### src/rtl/paridade_err_counter.sv
// Saturating event counter; clear takes priority over increment.
module paridade_err_counter #(
  parameter int CNT_W = 8
) (
  input  logic             i_clk,
  input  logic             i_rst,
  input  logic             i_inc,
  input  logic             i_clr,
  output logic [CNT_W-1:0] o_q
);

  logic [CNT_W-1:0] r_q;

  // Count increments, holding at all-ones rather than wrapping.
  always_ff @(posedge i_clk) begin
    if (i_rst) begin
      r_q <= {CNT_W{1'b0}};
    end else if (i_clr) begin
      r_q <= {CNT_W{1'b0}};
    end else if (i_inc && !(&r_q)) begin
      r_q <= r_q + {{(CNT_W-1){1'b0}}, 1'b1};
    end else begin
      r_q <= r_q;
    end
  end

  assign o_q = r_q;

endmodule

### config.mk
export PLATFORM = sky130hd
export DESIGN_NAME = paridade_err_counter
export DESIGN_NICKNAME = d
export VERILOG_FILES = /design/src/rtl/paridade_err_counter.sv
export SDC_FILE = /design/constraint.sdc
export NUM_CORES = 1
export LEC_CHECK = 0
export ABC_AREA = 1
export BUFFER_PORTS_ARGS = -buffer_cell sky130_fd_sc_hd__buf_2
export CAP_MARGIN = 20
export CORE_AREA = 2 2 39 41
export DETAILED_ROUTE_END_ITERATION = 10
export DIE_AREA = 0 0 41 43
export PLACE_DENSITY = 0.55
export SYNTH_ARGS = -nofsm -noshare
export SYNTH_HDL_FRONTEND = slang
export SYNTH_SLANG_ARGS = --single-unit
### constraint.sdc
create_clock -name i_clk -period 1.1 [get_ports i_clk]
set_input_delay 0.22 -clock i_clk [delete_from_list [all_inputs] [get_ports i_clk]]
set_output_delay 0.22 -clock i_clk [all_outputs]
set_load 0.005 [all_outputs]
==> results of run 1 <==
[stage by stage]
stage | setup TNS [ns] | area, sq um
floorplan | 0 | 487
global placement | -0.00231 | 618
detailed placement | -0.0893 | 618
CTS | -0.00473 | 687
global route | -0.220 | 742
finish | 0 | 742
[cells in the final DEF (no fill, tap or decap), types with 2 or more instances in the layout]
cell and n:
buf_4 11, inv_1 7, dfxtp_4 3, a21oi_1 2, nand2_4 3, nor2_2 2, buf_6 3, buf_2 10
nor2_4 3, nand2_1 16, nor3_1 2, a21oi_2 4, nor2_1 11, nand3b_1 2, dfxtp_1 2, nand3_1 3
clkbuf_4 3, dfxtp_2 3
[worst register-to-register path: stages (launching register included)]
cell and delay, ns:
dfxtp_4 0.37, ha_4 0.15, nand2_4 0.06, nor2_4 0.13, nand2_2 0.11, a21oi_2 0.13, nor2_1 0.05
[layout make-up]
cell class,instances,area [sq um],share of cell area (%)
Inverter,8,30.0,4.05
Multi-Input combinational cell,54,324,43.7
Clock buffer,4,26.3,3.54
Timing Repair Buffer,24,166,22.4
Tap cell,16,20.0,2.70
Sequential cell,8,175,23.6
[metal layers]
layer,vias to the layer above,GRT usage [%]
met1,235,18.4
li1,280,-
met5,-,0
met3,5,3.14
met2,7,23.1
met4,0,14.0
[kinds of logic (layout without fill, tap and decap cells)]
| group | count (synthesis) | after routing | share of synthesized area [%] |
|---|---|---|---|
| fa+ha+maj | 1 | 1 | 2.83 |
| simple gates | 44 | 45 | 42.5 |
| compound gates | 8 | 8 | 9.07 |
| buf+inv | 9 | 36 | 9.35 |
| flops | 8 | 8 | 36.3 |
[how the worst max path moves through the flow]
| stage | to | slack, ns |
|---|---|---|
| finish | o_q[2] | 0.009 |
| global route | o_q[3]$_SDFFE_PP0P_ | -0.06 |
| CTS | o_q[0]$_SDFFE_PP0P_ | -0.005 |
| detailed placement | o_q[1]$_SDFFE_PP0P_ | -0.04 |
| global placement | o_q[1]$_SDFFE_PP0P_ | -0.002 |
| floorplan | o_q[1]$_SDFFE_PP0P_ | 0.01 |
[timing repair]
action                     CTS  global route
setup endpoints to repair    7            13
setup buffers                2             2
gates cloned                 1             0
pin swaps                    2             2
resized for setup            8            12
[power by group through the flow]
stage / Combinational, mW / Clock (mW) / Sequential [mW]
4_1_cts: 0.0522 / 0.272 / 0.295
6_report: 0.0562 / 0.261 / 0.293
5_1_grt: 0.0630 / 0.288 / 0.293
3_3_place_gp: 0.0433 / 0 / 0.302
3_5_place_dp: 0.0438 / 0 / 0.303
2_1_floorplan: 0.0268 / 0 / 0.303
==> qor.csv, run 1 <==
stage,metric,value,unit
outcome,status,"complete, no violations",
power,power_frac_comb,9.2,%
timing,clock_skew,0.00918,ns
yosys,synth_fp_nets,75,
setup_path,reg2reg_to,o_q[0]$_SDFFE_PP0P_,
grt,grt-ovfl-total,0,
worst_hold_path,hold_depth,4,
finish,fin_nets,104,
floorplanning,num_rows,14,
worst_hold_path,min_to,o_q[2]$_SDFFE_PP0P_,
clock_network,numCtsBuffers,3,
power,p_leak,0.382,nW
timing,worstMarginPinSlew,0.223,ns
setup_path,crit_path_max_fanout,4,
clock_network,clk_pin_slew,0.07,ns
yosys,yosys.area.top_type_share,36.3,%
worst_hold_path,hp-start,i_rst,
detailed_routing,top_layer_used,met4,
grt,antenna_found_initial,0,
finish,diodes,0,
timing,worst_slack,0.00878,ns
finish,drive_gt1_share,50.0,%
timing,rsz0062_at_grt,yes,
setup_path,start_kind,register,
setup_path,cp.depth,2,
clock_network,worstSkewPairLatency,0.27,ns
placed_design,port_buffers,11,
clock_network,clock_sinks,8,
yosys,syn_area,442,sq um
power,vdd_drop_max,496,uV
grt,grt_pass1_wl,1.84,mm
finish,areaGrowthSynthToFinish,68.0,%
setup_path,critPathBufInv,2,
yosys,yosysUniqueCellTypes,14,
floorplanning,core,1380,sq um
yosys,synth_edf_count,0,
power,switchingPower,0.150,mW
worst_hold_path,hold_path.class,input port to register,
clock_network,cts_tree,done,
yosys,syn_avg_cell_area,6.31,sq um
grt,grt_pass1_vias,463,
timing,slew_headroom,85.1,%
detailed_routing,m1WireLength,543,um
setup_path,worstSetupPathType,register to output pin,
setup_path,critPathSlowestCell,dfxtp_4,
setup_path,critPathArrivalTime,0.87,ns
finish,fin_util,53.6,%
grt,grt_max_degree,9,
detailed_routing,vias,527,
detailed_routing,route.met3.wl,27,um
floorplanning,die_height,43,um
yosys,synth.most_common_cell,nand2_1,
clock_network,cts-root-buf,clkbuf_4,
setup_path,endpoint_kind,output pin,
detailed_routing,avgViaCountPerCell,4.62,
placed_design,dp_cells,105,
timing,post-route-period-util,99.2,%
floorplanning,die_x,41,um
clock_network,htreeDepth,1,
setup_path,crit_family,flip-flops,
finish,largest_register_ffs,8,
floorplanning,start_util,31.9,%
yosys,yosys_warnings,0,
power,power.internal,0.459,mW
timing,fmax,0.916,GHz
floorplanning,die_area,1760,sq um
finish,final_cells,114,
placed_design,dp_hpwl,788,um
timing,hold_slack,0.192,ns
timing,fin_crit,1.09,ns
setup_path,critPathLaunch,o_q[2]$_SDFFE_PP0P_,
power,switching_share,24.7,%
setup_path,r2r_slack,0.009,ns
clock_network,ctsHoldBuffers,0,
detailed_routing,route.final.wire_length,1.15,mm
setup_path,crit_required,0.88,ns
detailed_routing,ant_nets,0,
setup_path,r2r_start,o_q[1]$_SDFFE_PP0P_,
yosys,ys_seq_elements,8,
setup_path,r2r.worst_path.cells,6,
clock_network,clockBufferDepth,2,
yosys,ys_async_sr_fraction,0,%
yosys,synthTopCellsByCount,"nand2_1, nor2_1, dfxtp_1, inv_1, a21oi_1",
floorplanning,io_pins,12,
placed_design,dpl_worst_slack,-0.0359,ns
power,total_power,0.609,mW
timing,maxSlewViolCount,0,
placed_design,gp_congestion,0.760,
detailed_routing,drt_first_pass_iters,4,
detailed_routing,wl_met2,541,um
yosys,ys_seq_area_share,36.3,%
finish,nFillCells,142,
yosys,syn_inst,70,
job,cap_violations,0,
detailed_routing,drc_errors,0,
yosys,synthTopCellsByArea,"dfxtp_1, nand2_1, nor2_1",
power,powerDensity,821,nW/um^2
yosys,synth_ff_type,dfxtp_1,
detailed_routing,wl_per_cell,10.1,um
detailed_routing,first_iter_violations,9,
timing,setup_viol_count_final,0,
setup_path,path_cells,buf_4 > buf_2,
grt,grt_usage,15.9,%
power,p_seq_share,48.0,%
power,pwr-share-clk,42.8,%
timing,finalHoldViolCount,0,
yosys,synth_top_area_cell,dfxtp_1,
setup_path,slowest_delay,0.35,ns
No activity file was read; power rests on OpenSTA's default activity.
==> inputs of run 2 (changes only) <==
==> constraint.sdc (replaced) <==
create_clock -name i_clk -period 1.1 [get_ports i_clk]
set_input_delay 0.055 -clock i_clk [delete_from_list [all_inputs] [get_ports i_clk]]
set_output_delay 0.055 -clock i_clk [all_outputs]
set_load 0.005 [all_outputs]
==> run 2 against run 1 <==
Net effect:
- clock skew grew 0.0030 ns
- design area shrank 4.7%
- count of clock-buffer cells in the layout is the same
- power shrank 0.22%
- global-route usage grew 0.49 points
- combinational power shrank 11%
- clock power is essentially flat
- worst setup slack lost 0.0033 ns
- die area is the same
- core utilization shrank 2.5 points
- final cell count shrank 0.88%
==> qor.csv, run 2 (synthesis gave the netlist of run 1 again) <==
stage,metric,value,unit,change
clock_network,htreeDepth,1,,unchanged
setup_path,path_cells,ha_4 > nand2_4 > inv_2 > nand2_4 > nor2_2 > nand3_1 > nand2_1 > nor2_1,,
setup_path,crit_family,simple AND/OR/NAND/NOR gates,,
power,power_frac_comb,8.2,%,-1.0 points
finish,largest_register_ffs,8,,unchanged
timing,finalHoldViolCount,0,,unchanged
detailed_routing,ant_nets,0,,unchanged
timing,post-route-period-util,99.5,%,+0.30 points
detailed_routing,avgViaCountPerCell,4.58,,-1.0%
detailed_routing,drt_first_pass_iters,4,,unchanged
power,switching_share,25.0,%,+0.35 points
clock_network,worstSkewPairLatency,0.27,ns,about the same
floorplanning,core,1380,sq um,unchanged
power,switchingPower,0.152,mW,+1.2%
timing,setup_viol_count_final,0,,unchanged
power,powerDensity,860,nW/um^2,+4.7%
grt,grt_usage,16.4,%,+0.49 points
setup_path,worstSetupPathType,register to register,,
timing,clock_skew,0.0122,ns,+0.00299 ns
floorplanning,num_rows,14,,unchanged
detailed_routing,first_iter_violations,8,,-1
setup_path,critPathSlowestCell,dfxtp_4,,
detailed_routing,vias,517,,-1.9%
placed_design,gp_congestion,0.746,,-1.9%
timing,fmax,0.914,GHz,-0.30%
timing,rsz0062_at_grt,yes,,
detailed_routing,drc_errors,0,,unchanged
grt,grt_pass1_wl,1.87,mm,+1.5%
clock_network,cts_tree,done,,
clock_network,clk_pin_slew,0.07,ns,about the same
clock_network,cts_setup_buffers,0,,-2
clock_network,ctsHoldBuffers,0,,unchanged
clock_network,clock_sinks,8,,unchanged
placed_design,dp_hpwl,836,um,+6.1%
finish,diodes,0,,unchanged
grt,antenna_found_initial,0,,unchanged
timing,worstMarginPinSlew,0.238,ns,+0.0149 ns
finish,layout_common_cells,"nand2_1, buf_4, nor2_1, buf_2, inv_1",,
grt,grt_pass1_vias,434,,-6.3%
floorplanning,start_util,31.9,%,unchanged
setup_path,crit_path_max_fanout,3,,-1
finish,fin_util,51.1,%,-2.5 points
placed_design,dpl_worst_slack,-0.0215,ns,+0.0143 ns
finish,final_common_cell,nand2_1,,
grt,grt_max_degree,9,,unchanged
outcome,status,"complete, no violations",,
timing,slew_headroom,84.1,%,-0.97 points
setup_path,endpoint_kind,register,,
worst_hold_path,hold_path.class,input port to register,,
clock_network,cts-root-buf,clkbuf_4,,
floorplanning,die_x,41,um,unchanged
job,cap_violations,0,,unchanged
floorplanning,io_pins,12,,unchanged
finish,areaGrowthSynthToFinish,60.1,%,
setup_path,critPathArrivalTime,1.25,ns,+0.38 ns
finish,drive_gt1_share,46.4,%,-3.6 points
floorplanning,die_height,43,um,unchanged
finish,fin_nets,103,,-0.96%
power,p_seq_share,48.4,%,+0.4 points
setup_path,start_kind,register,,
setup_path,slowest_delay,0.37,ns,+0.02 ns
power,power.internal,0.456,mW,-0.68%
timing,maxSlewViolCount,0,,unchanged
power,vdd_drop_max,497,uV,+0.35%
placed_design,port_buffers,11,,unchanged
timing,fin_crit,1.09,ns,+0.00332 ns
floorplanning,die_area,1760,sq um,unchanged
clock_network,clockBufferDepth,2,,unchanged
power,pwr-share-clk,43.3,%,+0.5 points
detailed_routing,route.final.wire_length,1.16,mm,+0.43%
power,p_leak,0.389,nW,+1.7%
setup_path,critPathBufInv,1,,-1
clock_network,numCtsBuffers,3,,unchanged
setup_path,cpMostUsedCell,nand2_4,,
timing,worst_slack,0.00546,ns,-0.00332 ns
grt,grt-ovfl-total,0,,unchanged
detailed_routing,wl_per_cell,10.3,um,+1.3%
setup_path,crit_required,1.25,ns,+0.37 ns
## run 2: cell count changes in the layout (fill, tap and decap cells not counted), sizes merged
| cell | before | now |
|---|---|---|
| buf | 24 | 23 |
## run 2: power by group through the flow
stage	Combinational (mW)	Clock [mW]	Sequential, mW
3_5_place_dp	0.0502	0	0.301
2_1_floorplan	0.0268	0	0.303
5_1_grt	0.0561	0.286	0.295
3_3_place_gp	0.0493	0	0.301
6_report	0.0502	0.263	0.294
4_1_cts	0.0511	0.276	0.294
## run 2: metrics by stage
step / cells / TNS (ns) / hold WS (ns) / instance area (sq um) / total power, mW
3_5_place_dp: 108 / -0.0583 / 0.321 / 641 / 0.351
6_report: 113 / 0 / 0.0313 / 707 / 0.608
5_1_grt: 113 / -0.377 / 0.0482 / 707 / 0.637
4_1_cts: 113 / -0.00658 / 0.0279 / 696 / 0.622
3_3_place_gp: 108 / 0 / 0.318 / 641 / 0.350
2_1_floorplan: 70 / 0 / 0.208 / 487 / 0.329
## run 2: area by class of cell
cell class | count | area, sq um
sequential | 8 | 169
fill | 138 | 677
clock buffer | 4 | 26.3
multi-input combinational | 54 | 317
inverter | 8 | 30.0
timing repair buffer | 23 | 145
tap | 16 | 20.0
## run 2: worst paths after layout
kind | slack, ns | cells after the start | end | startpoint
max | 0.005 | 8 | o_q[6]$_SDFFE_PP0P_ | o_q[1]$_SDFFE_PP0P_
min | 0.03 | 4 | o_q[2]$_SDFFE_PP0P_ | i_rst
max reg2reg | 0.005 | 8 | o_q[6]$_SDFFE_PP0P_ | o_q[1]$_SDFFE_PP0P_
min reg2reg | 0.60 | 3 | o_q[4]$_SDFFE_PP0P_ | o_q[2]$_SDFFE_PP0P_
## run 2: what timing repair did
| item | in CTS | in global routing |
|---|---|---|
| gates resized for setup | 7 | 4 |
| pin swaps | 4 | 3 |
| cloned | 1 | 0 |
| endpoints found under the setup margin | 7 | 8 |
| hold endpoints to repair | 0 | 0 |
## run 2: metal layers
layer  share of wire, %  GRT usage [%]  vias to the layer above
li1                   -              -                      278
met1                 48           21.6                      227
met2                 46           21.6                        7
met3                2.6           3.14                        5
met4                4.0           14.0                        0
met5                  0              0                        -
## run 2: tightest hold or removal path: cells and delay by family
kind                   cells  cell delay [ns]
AND/OR/NAND/NOR            2             0.10
buffers and inverters      2             0.12
